`src/rtl/btn_event_gen_pkg.sv`:
```
// Shared game-board button definitions: index map, default timing, repeat FSM states.
// Also holds the lowest-set-bit helper used by the event arbiter.
package btn_event_gen_pkg;

    localparam int N_BTN     = 5;
    localparam int BTN_LEFT  = 0;
    localparam int BTN_DOWN  = 1;
    localparam int BTN_RIGHT = 2;
    localparam int BTN_UP    = 3;
    localparam int BTN_ENTER = 4;

    localparam int DEF_DEB_CYCLES    = 5000;
    localparam int DEF_REPEAT_DELAY  = 250000;
    localparam int DEF_REPEAT_PERIOD = 50000;
    localparam int DEF_CNT_W         = 20;

    localparam logic [1:0] REP_IDLE   = 2'd0;
    localparam logic [1:0] REP_DELAY  = 2'd1;
    localparam logic [1:0] REP_REPEAT = 2'd2;

    function automatic logic [N_BTN-1:0] lowest_set(input logic [N_BTN-1:0] v);
        return v & (~v + {{(N_BTN-1){1'b0}}, 1'b1});
    endfunction

endpackage

```
`src/rtl/btn_event_gen_if.sv`:
```
// Pin-side and game-logic-side signals of the button front end.
// The master side drives pins and repeat enables; the slave side is the front end.
interface btn_event_gen_if;
    import btn_event_gen_pkg::*;

    logic [N_BTN-1:0] BTN_RAW;
    logic [N_BTN-1:0] REPEAT_EN;
    logic [N_BTN-1:0] BTN_PRESSED;
    logic [N_BTN-1:0] BTN_EDGE;
    logic             EVT_DROPPED;

    modport master (output BTN_RAW, output REPEAT_EN,
                    input  BTN_PRESSED, input BTN_EDGE, input EVT_DROPPED);
    modport slave  (input  BTN_RAW, input REPEAT_EN,
                    output BTN_PRESSED, output BTN_EDGE, output EVT_DROPPED);
endinterface

```
`src/rtl/btn_event_gen_channel.sv`:
```
// One button: 2-FF synchroniser, debounce, hold-to-repeat FSM; evt_req is a same-edge request.
// Level settles 2+DEB_CYCLES edges after the pin; no backpressure, requests are never held here.
module btn_channel
    import btn_event_gen_pkg::*;
#(
    parameter int DEB_CYCLES    = DEF_DEB_CYCLES,
    parameter int REPEAT_DELAY  = DEF_REPEAT_DELAY,
    parameter int REPEAT_PERIOD = DEF_REPEAT_PERIOD,
    parameter int CNT_W         = DEF_CNT_W
) (
    input  logic clk,
    input  logic rst,
    input  logic btn_raw_n,
    input  logic repeat_en,
    output logic pressed,
    output logic evt_req
);

    localparam logic [CNT_W-1:0] DEB_TERM = CNT_W'(DEB_CYCLES);
    localparam logic [CNT_W-1:0] DLY_TERM = CNT_W'(REPEAT_DELAY - 1);
    localparam logic [CNT_W-1:0] PER_TERM = CNT_W'(REPEAT_PERIOD - 1);

    logic             sync1_q, sync1_d, sync2_q, sync2_d;
    logic             pressed_q, pressed_d;
    logic [CNT_W-1:0] deb_cnt_q, deb_cnt_d;
    logic [CNT_W-1:0] rep_cnt_q, rep_cnt_d;
    logic [1:0]       state_q, state_d;
    logic             rise, fall;

    always_comb begin
        sync1_d   = btn_raw_n;
        sync2_d   = sync1_q;
        pressed_d = pressed_q;
        deb_cnt_d = '0;
        // The counter must already sit at DEB_CYCLES when the level flips.
        if (~sync2_q != pressed_q) begin
            if (deb_cnt_q == DEB_TERM) begin
                pressed_d = ~pressed_q;
            end else begin
                deb_cnt_d = deb_cnt_q + 1'b1;
            end
        end
        rise = pressed_d & ~pressed_q;
        fall = ~pressed_d & pressed_q;

        state_d   = state_q;
        rep_cnt_d = rep_cnt_q;
        evt_req   = 1'b0;
        if (fall) begin
            state_d   = REP_IDLE;
            rep_cnt_d = '0;
        end else begin
            case (state_q)
                REP_IDLE: begin
                    if (rise) begin
                        evt_req   = 1'b1;
                        state_d   = REP_DELAY;
                        rep_cnt_d = '0;
                    end
                end
                REP_DELAY: begin
                    if (rep_cnt_q == DLY_TERM) begin
                        if (repeat_en) begin
                            evt_req   = 1'b1;
                            state_d   = REP_REPEAT;
                            rep_cnt_d = '0;
                        end
                    end else begin
                        rep_cnt_d = rep_cnt_q + 1'b1;
                    end
                end
                REP_REPEAT: begin
                    // Disabling parks at the delay terminal so re-enabling fires at once.
                    if (!repeat_en) begin
                        state_d   = REP_DELAY;
                        rep_cnt_d = DLY_TERM;
                    end else if (rep_cnt_q == PER_TERM) begin
                        evt_req   = 1'b1;
                        rep_cnt_d = '0;
                    end else begin
                        rep_cnt_d = rep_cnt_q + 1'b1;
                    end
                end
                default: begin
                    state_d   = REP_IDLE;
                    rep_cnt_d = '0;
                end
            endcase
        end
    end

    always_ff @(posedge clk) begin
        if (rst) begin
            sync1_q   <= 1'b1;
            sync2_q   <= 1'b1;
            pressed_q <= 1'b0;
            deb_cnt_q <= '0;
            rep_cnt_q <= '0;
            state_q   <= REP_IDLE;
        end else begin
            sync1_q   <= sync1_d;
            sync2_q   <= sync2_d;
            pressed_q <= pressed_d;
            deb_cnt_q <= deb_cnt_d;
            rep_cnt_q <= rep_cnt_d;
            state_q   <= state_d;
        end
    end

    assign pressed = pressed_q;

endmodule

```
`src/rtl/btn_event_gen.sv`:
```
// Five-button front end: per-button channels, pending bits, lowest-index arbiter, drop flag.
// Event pulses one edge after the request when uncontended; no backpressure, repeats onto a pending event are dropped.
module btn_event_gen
    import btn_event_gen_pkg::*;
#(
    parameter int DEB_CYCLES    = DEF_DEB_CYCLES,
    parameter int REPEAT_DELAY  = DEF_REPEAT_DELAY,
    parameter int REPEAT_PERIOD = DEF_REPEAT_PERIOD,
    parameter int CNT_W         = DEF_CNT_W
) (
    input  logic          CLK,
    input  logic          RST,
    btn_event_gen_if.slave bus
);

    logic [N_BTN-1:0] pressed;
    logic [N_BTN-1:0] req;
    logic [N_BTN-1:0] pending_q, pending_d;
    logic [N_BTN-1:0] edge_q, edge_d;
    logic [N_BTN-1:0] grant;
    logic             drop_q, drop_d;

    for (genvar i = 0; i < N_BTN; i++) begin : g_chan
        btn_channel #(
            .DEB_CYCLES    (DEB_CYCLES),
            .REPEAT_DELAY  (REPEAT_DELAY),
            .REPEAT_PERIOD (REPEAT_PERIOD),
            .CNT_W         (CNT_W)
        ) u_chan (
            .clk       (CLK),
            .rst       (RST),
            .btn_raw_n (bus.BTN_RAW[i]),
            .repeat_en (bus.REPEAT_EN[i]),
            .pressed   (pressed[i]),
            .evt_req   (req[i])
        );
    end

    always_comb begin
        grant     = lowest_set(pending_q);
        edge_d    = grant;
        // A request landing on its own grant survives as the next pending event.
        pending_d = (pending_q & ~grant) | req;
        drop_d    = |(req & pending_q & ~grant);
    end

    always_ff @(posedge CLK) begin
        if (RST) begin
            pending_q <= '0;
            edge_q    <= '0;
            drop_q    <= 1'b0;
        end else begin
            pending_q <= pending_d;
            edge_q    <= edge_d;
            drop_q    <= drop_d;
        end
    end

    assign bus.BTN_PRESSED = pressed;
    assign bus.BTN_EDGE    = edge_q;
    assign bus.EVT_DROPPED = drop_q;

endmodule

```
`src/flat_wrapper.sv`:
```
// flat-port wrapper written by rule: the top's interface ports become plain ports
module btn_event_gen_flat import btn_event_gen_pkg::*;
#(
    parameter int DEB_CYCLES    = DEF_DEB_CYCLES,
    parameter int REPEAT_DELAY  = DEF_REPEAT_DELAY,
    parameter int REPEAT_PERIOD = DEF_REPEAT_PERIOD,
    parameter int CNT_W         = DEF_CNT_W
)
  (CLK, RST, bus_BTN_RAW, bus_REPEAT_EN, bus_BTN_PRESSED, bus_BTN_EDGE, bus_EVT_DROPPED);
  btn_event_gen_if bus_i ();
  input  logic CLK;
  input  logic RST;
  input wire logic [$bits(bus_i.BTN_RAW)-1:0] bus_BTN_RAW;
  input wire logic [$bits(bus_i.REPEAT_EN)-1:0] bus_REPEAT_EN;
  output wire logic [$bits(bus_i.BTN_PRESSED)-1:0] bus_BTN_PRESSED;
  output wire logic [$bits(bus_i.BTN_EDGE)-1:0] bus_BTN_EDGE;
  output wire logic [$bits(bus_i.EVT_DROPPED)-1:0] bus_EVT_DROPPED;
  assign bus_i.BTN_RAW = bus_BTN_RAW;
  assign bus_i.REPEAT_EN = bus_REPEAT_EN;
  assign bus_BTN_PRESSED = bus_i.BTN_PRESSED;
  assign bus_BTN_EDGE = bus_i.BTN_EDGE;
  assign bus_EVT_DROPPED = bus_i.EVT_DROPPED;
  btn_event_gen #(.DEB_CYCLES(DEB_CYCLES), .REPEAT_DELAY(REPEAT_DELAY), .REPEAT_PERIOD(REPEAT_PERIOD), .CNT_W(CNT_W)) u_core (.CLK(CLK), .RST(RST), .bus(bus_i));
endmodule
```
`config.mk`:
```
export PLATFORM = sky130hd
export DESIGN_NAME = btn_event_gen_flat
export DESIGN_NICKNAME = d
export VERILOG_FILES = /design/src/rtl/btn_event_gen_pkg.sv /design/src/rtl/btn_event_gen_if.sv /design/src/rtl/btn_event_gen_channel.sv /design/src/rtl/btn_event_gen.sv /design/src/flat_wrapper.sv
export SDC_FILE = /design/constraint.sdc
export NUM_CORES = 1
export LEC_CHECK = 0
export CAP_MARGIN = 20
export CORE_MARGIN = 5
export CORE_UTILIZATION = 62
export CTS_CLUSTER_DIAMETER = 50
export DETAILED_ROUTE_END_ITERATION = 10
export GPL_TIMING_DRIVEN = 0
export PLACE_DENSITY = 0.79
export SKIP_LAST_GASP = 1
export SLEW_MARGIN = 20
export SYNTH_ARGS = -nofsm -noshare
export SYNTH_HDL_FRONTEND = slang
export SYNTH_SLANG_ARGS = --single-unit
```
`constraint.sdc`:
```
create_clock -name CLK -period 7.1 [get_ports CLK]
set_clock_uncertainty 0.15 [all_clocks]
set_input_delay 0.71 -clock CLK [delete_from_list [all_inputs] [get_ports CLK]]
set_output_delay 0.71 -clock CLK [all_outputs]
set_load 0.005 [all_outputs]
```
==> impl_metrics.yaml, run 1 <==
power:
  clock_power_share: 0.475
  seqPwrFrac: 0.454
  p_leak_nw: 4.54
  combPwrFrac: 0.072
  power.internal_mw: 2.22
  netSwitchingPower_uw: 739
  power_density_nw_per_um2: 211
  swShare: 0.250
  ir_worst_vdd_mv: 0.212
timing:
  worst_pin_slew_ns: 0.877
  timing.final.ws_setup_ns: 3.97
  fin_tns_setup_ns: 0
  max_freq_mhz: 319
  hold_viol_final: 0
  relSlewSlack: 0.408
  post-route-period-util: 0.441
  setup_viol: 0
  post-route-min-period_ns: 3.13
  rsz0062_at_grt: "false"
  drv_slew: 0
drt:
  wirelength_mm: 27.7
  wire_per_inst_um: 14.8
  vias: 11117
  first_pass_iters: 5
  ant_nets: 0
  vias_per_cell: 5.95
  drt_iter0_drc: 568
  drcViolationCount: 0
synthesis:
  ys_async_sr_fraction: 0
  synthFlopType: "dfxtp_1"
  ys_seq_elements: 236
  synth_common_cells: "236 x dfxtp_1, 217 x nor2_1, 117 x nand2_1, 101 x nand3_1, 87 x xor2_1"
  netlist_instances: 1523
  synth.most_common_cell: "dfxtp_1"
  syn_area_um2: 12500
  yosys_warnings: 0
  yosys.area.top_type: "dfxtp_1"
  ys_top_cells_by_area: "dfxtp_1 38%, nor2_1 6.5%, xor2_1 6.1%"
  synth_edf_count: 0
  synth_cell_types: 83
  synthesis.nets: 1570
  avgSynthCellArea_um2: 8.24
  yosysSeqAreaShare: 0.377
  synth_top_area_frac: 0.377
setup_path:
  cp.depth: 8
  crit_chain: "ha_1, nand3_1, or4_4, o21ai_0, nand2_1, clkbuf_1, a31oi_1, o22ai_1"
  r2r_slack_ns: 3.97
  cp.required_ns: 7.36
  reg2regPathDepth: 8
  path_buf_inv: 1
  startpoint_type: "flop"
  endpoint_kind: "flop"
  path_max_fanout: 10
  worst_path_largest_cell_delay_ns: 0.61
  crit_family: "simple AND/OR/NAND/NOR gates"
  r2r_start: "u_core.g_chan[2].u_chan.rep_cnt_q[0]$_SDFFE_PP0P_"
  worstPathArrival_ns: 3.40
  slowest_stage: "or4_4"
  critPathKind: "reg2reg"
  r2r-end: "u_core.g_chan[2].u_chan.rep_cnt_q[3]$_SDFFE_PP0P_"
die:
  initial_core_util: 0.624
  io_pins: 23
  die_w_um: 152
  die_y_um: 152
  core_um2: 20100
  die-area_um2: 23200
  row_count: 52
clocking:
  holdBufCountCts: 0
  clock_path_buffers: 3
  clockRootBuffer: "clkbuf_16"
  clk_pin_slew_ns: 0.06
  cts_sinks: 236
  post_cts_resized: 0
  cts_setup_buffers: 0
  htree_levels: 1
  clock_latency_ns: 0.54
  numCtsBuffers: 29
  cts_tree: "done"
min_path:
  hold_depth: 1
  hold_path.startpoint: "u_core.g_chan[4].u_chan.sync1_q$_SDFF_PP1_"
  min_to: "u_core.g_chan[4].u_chan.sync2_q$_SDFF_PP1_"
  hold_class: "reg2reg"
place:
  globalplace.congestion: 0.930
  port_buffers: 22
  place_ws_ns: 3.92
  dp_hpwl_mm: 19.5
global_route:
  antenna_found_initial: 0
  grt.total_usage: 0.232
  grt_pass1_vias: 10442
  grt_pass1_wl_mm: 48.0
  grt_max_degree: 15
  grt-ovfl-total: 0
status:
  status: "finished, final reports clean"
final_layout:
  nFillCells: 1631
  n_antenna_cell: 0
  syn_to_final_growth_pct: 11.8
  drive_above_1_share: 0.0720
  nets: 1623
run:
  drv_cap: 0
==> flip-flops by register name, indices dropped and copies added (netlist names) <==
register and count:
u_core.g_chan.u_chan.state_q 10, u_core.g_chan.u_chan.pressed 5, u_core.g_chan.u_chan.sync1_q 5, u_core.bus.EVT_DROPPED 1, u_core.g_chan.u_chan.rep_cnt_q 100, u_core.pending_q 5, u_core.g_chan.u_chan.deb_cnt_q 100, u_core.g_chan.u_chan.sync2_q 5
u_core.bus.BTN_EDGE 5
==> stage by stage <==
stage	cell area, um^2	total power [mW]	std cells	util	hold slack, ns
global placement	13100	1.57	1815	0.652	0.242
detailed placement	13100	1.58	1815	0.652	0.245
finish	14000	2.96	1868	0.698	0.255
global route	14000	3.08	1868	0.698	0.269
floorplan	12500	1.52	1523	-	0.239
CTS	14000	2.98	1868	0.698	0.255
==> placed cells by master (no fill, tap or decap), drive strengths merged, types with 8 or more instances in the layout <==
master           n
clkdlybuf4s50   22
xor2            87
clkbuf          70
nand2b          10
o31ai           17
o22ai           13
xnor2           46
or4             18
nor4            24
or3             24
a21oi           59
ha              35
nand3          101
nand4           43
and2            15
dfxtp          236
a211oi          15
nand2          117
nor4b           16
inv             72
o211ai          22
and4            18
and3            33
buf             18
nor3            28
a31oi           32
o21ai           42
nor2b            8
or2             18
or4b            11
a21boi           8
nor2           218
nand3b           8
==> worst register-to-register path, cell delays in order, from the launching register on <==
cell and delay [ns]:
dfxtp_1 0.38, ha_1 0.24, nand3_1 0.16, or4_4 0.61, o21ai_0 0.53, nand2_1 0.29, clkbuf_1 0.30, a31oi_1 0.24
o22ai_1 0.10
==> area by class of cell <==
cell class	instances	area, um^2	area share
clock buffers	34	764	0.0545
repair buffers	22	220	0.0157
flip-flops and latches	236	4720	0.337
inverters	65	244	0.0174
clock inverters	19	163	0.0116
multi-input cells	1168	7320	0.522
well taps	270	338	0.0241
plain buffers	54	258	0.0184
==> layer usage <==
layer,up-vias,part of all wire,global-route usage
met1,5212,0.47,0.318
met2,266,0.46,0.380
met3,45,0.048,0.0361
li1,5594,-,-
met5,-,0,0
met4,0,0.021,0.0706
==> cells by family after synthesis <==
family / share of synthesized area
and+or+nand+nor: 0.308
AOI/OAI and AO/OA: 0.143
DFF: 0.377
xor gates and xnor gates: 0.0929
buffers and inverters: 0.0400
adders and majority gates: 0.0349
muxes: 0.00399
==> how the worst max path moves through the flow <==
stage                                                            startpoint                                                  to  slack (ns)
after floorplan           u_core.g_chan[2].u_chan.rep_cnt_q[4]$_SDFFE_PP0P_  u_core.g_chan[2].u_chan.rep_cnt_q[14]$_SDFFE_PP0P_        4.38
after global placement                                                  RST  u_core.g_chan[4].u_chan.rep_cnt_q[19]$_SDFFE_PP0P_        3.97
after detailed placement                                                RST   u_core.g_chan[4].u_chan.rep_cnt_q[2]$_SDFFE_PP0P_        3.92
after CTS                 u_core.g_chan[2].u_chan.rep_cnt_q[0]$_SDFFE_PP0P_  u_core.g_chan[2].u_chan.rep_cnt_q[15]$_SDFFE_PP0P_        4.03
after global routing      u_core.g_chan[2].u_chan.rep_cnt_q[0]$_SDFFE_PP0P_   u_core.g_chan[2].u_chan.rep_cnt_q[7]$_SDFFE_PP0P_        3.74
final                     u_core.g_chan[2].u_chan.rep_cnt_q[0]$_SDFFE_PP0P_   u_core.g_chan[2].u_chan.rep_cnt_q[3]$_SDFFE_PP0P_        3.97
==> power groups by stage <==
stage | combinational [mW] | sequential, mW | clock, mW
2_1_floorplan | 0.151 | 1.37 | 0
3_3_place_gp | 0.205 | 1.37 | 0
3_5_place_dp | 0.208 | 1.37 | 0
4_1_cts | 0.209 | 1.34 | 1.43
5_1_grt | 0.235 | 1.34 | 1.50
6_report | 0.212 | 1.34 | 1.40
(Power assumes the default switching activity.)
==> inputs of run 2 (changes only) <==
--- a/config.mk
+++ b/config.mk
@@ -7,11 +7,11 @@
 export LEC_CHECK = 0
 export CAP_MARGIN = 20
 export CORE_MARGIN = 5
-export CORE_UTILIZATION = 62
+export CORE_UTILIZATION = 57
 export CTS_CLUSTER_DIAMETER = 50
 export DETAILED_ROUTE_END_ITERATION = 10
 export GPL_TIMING_DRIVEN = 0
-export PLACE_DENSITY = 0.79
+export PLACE_DENSITY = 0.77
 export SKIP_LAST_GASP = 1
 export SLEW_MARGIN = 20
 export SYNTH_ARGS = -nofsm -noshare
==> constraint.sdc (replaced) <==
create_clock -name CLK -period 2.6 [get_ports CLK]
set_clock_uncertainty 0.15 [all_clocks]
set_input_delay 0.26 -clock CLK [delete_from_list [all_inputs] [get_ports CLK]]
set_output_delay 0.26 -clock CLK [all_outputs]
set_load 0.005 [all_outputs]
==> run 2 against run 1 <==
Net effect:
- the flow now finishes with violations (setup timing)
- non-clock buffer count is 48 higher
- flip-flop and latch count stayed put
- global-route usage is 0.71 points higher
- wire length is 13% higher
- maximum frequency is 12% higher
- die area is 8.2% higher
- clock-buffer cell count is 2 lower
- first-iteration DRC count is 49% higher
==> impl_metrics.yaml, run 2 (same netlist as run 1, synthesis figures left out) <==
setup_path:
  cp.depth: 7
  reg2regPathDepth: 7
  endpoint_kind: "flop"
  r2r-end: "u_core.g_chan[2].u_chan.rep_cnt_q[11]$_SDFFE_PP0P_"
  path_buf_inv: 1
  cp.required_ns: 2.90
  path_max_fanout: 5
  crit_family: "simple AND/OR/NAND/NOR gates"
  r2r_slack_ns: -0.21
  startpoint_type: "flop"
  worstPathArrival_ns: 3.11
  crit_chain: "or4_1, or4_4, or4b_4, a21oi_4, buf_6, nor2_4, o211ai_1"
  r2r_start: "u_core.g_chan[2].u_chan.rep_cnt_q[19]$_SDFFE_PP0P_"
  slowest_stage: "or4_4"
  critPathKind: "reg2reg"
  worst_path_largest_cell_delay_ns: 0.55
timing:
  drv_slew: 0
  rsz0062_at_grt: "true"
  holdWs_ns: 0.152
  worst_pin_slew_ns: 1.12
  timing.final.ws_setup_ns: -0.208
  post-route-min-period_ns: 2.81
  setup_viol: 62
  relSlewSlack: 0.252
  post-route-period-util: 1.08
  hold_viol_final: 0
  fin_tns_setup_ns: -5.12
  max_freq_mhz: 356
drt:
  vias: 11641
  drcViolationCount: 0
  drt_iter0_drc: 844
  vias_per_cell: 6.05
  wirelength_mm: 31.4
  first_pass_iters: 6
  ant_nets: 0
  wire_per_inst_um: 16.3
global_route:
  grt_max_degree: 14
  antenna_found_initial: 0
  grt_pass1_wl_mm: 51.3
  grt.total_usage: 0.239
  grt-ovfl-total: 0
  grt_pass1_vias: 10867
power:
  power_density_nw_per_um2: 552
  ir_worst_vdd_mv: 0.515
  p_leak_nw: 5.14
  power_mw: 8.55
place:
  place_ws_ns: -0.512
  port_buffers: 22
  dp_hpwl_mm: 19.9
  placed_cell_area_um2: 13200
  globalplace.congestion: 0.911
clocking:
  numCtsBuffers: 27
  clk_pin_slew_ns: 0.06
  clock_path_buffers: 3
  cts_tree: "done"
  htree_levels: 1
  clockRootBuffer: "clkbuf_16"
  cts_sinks: 236
  clock_latency_ns: 0.53
  holdBufCountCts: 0
final_layout:
  reg.largest.list: "u_core.g_chan.u_chan.deb_cnt_q: 100 flops, u_core.g_chan.u_chan.rep_cnt_q: 100 flops, u_core.g_chan.u_chan.state_q: 10 flops"
  mostFrequentLayoutCells: "217 x dfxtp_1, 212 x nor2_1, 109 x nand2_1"
  n_antenna_cell: 0
  drive_above_1_share: 0.181
  nets: 1673
  fin_area_um2: 15500
  final_common_cell: "dfxtp_1"
  syn_to_final_growth_pct: 23.3
  seq_area_um2: 4760
  nFillCells: 1668
  multi_input_area_um2: 8110
min_path:
  hold_path.startpoint: "bus_BTN_RAW[2]"
  hold_class: "in2reg"
  min_to: "u_core.g_chan[2].u_chan.sync1_q$_SDFF_PP1_"
  hold_depth: 2
die:
  core_um2: 21800
  die_y_um: 158
  die_w_um: 158
  io_pins: 23
  initial_core_util: 0.577
  row_count: 54
  die-area_um2: 25100
status:
  violations: "setup timing"
  status: "finished, violations left"
run:
  drv_cap: 0
-- run 2: cell types whose count changed in the layout (fill, tap and decap cells not counted), moves of 11 or more --
cell      change
o21ai_2      +11
buf_6        +19
clkbuf_2     +11
dfxtp_1      -19
o21ai_0      -14
clkbuf_1     -21
buf_4        +36
dfxtp_2      +16
-- run 2: timing repair --
item / in CTS / in global routing
pin swaps: 75 / 47
setup buffers: 33 / 18
resized for setup: 120 / 113
gates cloned: 9 / 1
endpoints found under the setup margin: 129 / 132
-- run 2: metal layers --
| metal | up-vias | track usage | wire [um] |
|---|---|---|---|
| met2 | 379 | 0.413 | 15500 |
| met5 | - | 0 | 0 |
| met4 | 0 | 0.0642 | 801 |
| met3 | 72 | 0.0342 | 1740 |
| li1 | 5695 | - | - |
| met1 | 5495 | 0.315 | 13400 |
-- run 2: power by group --
part / switching (mW) / internal, mW
sequential: 0.0208 / 3.64
clock: 1.53 / 2.56
combinational: 0.498 / 0.305
-- run 2: final cells by class --
cell class                 count  area share
timing repair buffer          78      0.0488
clock inverter                16      0.0159
inverter                      65      0.0158
multi-input combinational   1172       0.524
tap                          280      0.0226
sequential                   236       0.307
clock buffer                  32      0.0462
buffer                        46      0.0190
-- run 2: worst max path at each step --
stage,startpoint,to,slack (ns)
after global routing,u_core.g_chan[2].u_chan.rep_cnt_q[19]$_SDFFE_PP0P_,u_core.bus.EVT_DROPPED$_SDFF_PP0_,-0.28
after floorplan,u_core.g_chan[2].u_chan.rep_cnt_q[4]$_SDFFE_PP0P_,u_core.g_chan[2].u_chan.rep_cnt_q[14]$_SDFFE_PP0P_,-0.11
after global placement,u_core.g_chan[3].u_chan.deb_cnt_q[16]$_SDFF_PP0_,u_core.g_chan[3].u_chan.rep_cnt_q[11]$_SDFFE_PP0P_,-0.43
after CTS,u_core.g_chan[2].u_chan.rep_cnt_q[19]$_SDFFE_PP0P_,u_core.g_chan[2].u_chan.rep_cnt_q[11]$_SDFFE_PP0P_,-0.23
after detailed placement,u_core.g_chan[2].u_chan.rep_cnt_q[0]$_SDFFE_PP0P_,u_core.g_chan[2].u_chan.rep_cnt_q[7]$_SDFFE_PP0P_,-0.51
final,u_core.g_chan[2].u_chan.rep_cnt_q[19]$_SDFFE_PP0P_,u_core.g_chan[2].u_chan.rep_cnt_q[11]$_SDFFE_PP0P_,-0.21
-- run 2: worst reg2reg max path, delay by kind of cell (launching register included) --
kind | cells | cell delay [ns]
flip-flops | 1 | 0.32
AO/OA/AOI/OAI | 2 | 0.43
buffers and inverters | 1 | 0.15
AND/OR/NAND/NOR | 4 | 1.69
-- run 2: metrics by stage --
| step | utilization | instances |
|---|---|---|
| floorplan | - | 1523 |
| finish | 0.711 | 1925 |
| global placement | 0.605 | 1825 |
| global route | 0.711 | 1925 |
| detailed placement | 0.605 | 1825 |
| CTS | 0.686 | 1911 |
==> inputs of run 3 (changes only) <==
--- a/config.mk
+++ b/config.mk
@@ -7,11 +7,11 @@
 export LEC_CHECK = 0
 export CAP_MARGIN = 20
 export CORE_MARGIN = 5
-export CORE_UTILIZATION = 57
+export CORE_UTILIZATION = 62
 export CTS_CLUSTER_DIAMETER = 50
 export DETAILED_ROUTE_END_ITERATION = 10
 export GPL_TIMING_DRIVEN = 0
-export PLACE_DENSITY = 0.77
+export PLACE_DENSITY = 0.79
 export SKIP_LAST_GASP = 1
 export SLEW_MARGIN = 20
 export SYNTH_ARGS = -nofsm -noshare
==> constraint.sdc (replaced) <==
create_clock -name CLK -period 3.6 [get_ports CLK]
set_clock_uncertainty 0.15 [all_clocks]
set_input_delay 0.36 -clock CLK [delete_from_list [all_inputs] [get_ports CLK]]
set_output_delay 0.36 -clock CLK [all_outputs]
set_load 0.005 [all_outputs]
==> results of run 3 <==
Same layout as run 1 (identical final DEF). Status: finished, final reports clean.
Among the figures that moved: setup slack after placement 3.92 ns -> 0.539 ns; setup slack after layout 3.97 ns -> 0.465 ns; register-to-register setup slack 3.97 ns -> 0.47 ns; total power 2.96 mW -> 5.83 mW; worst IR drop on VDD 0.212 mV -> 0.419 mV
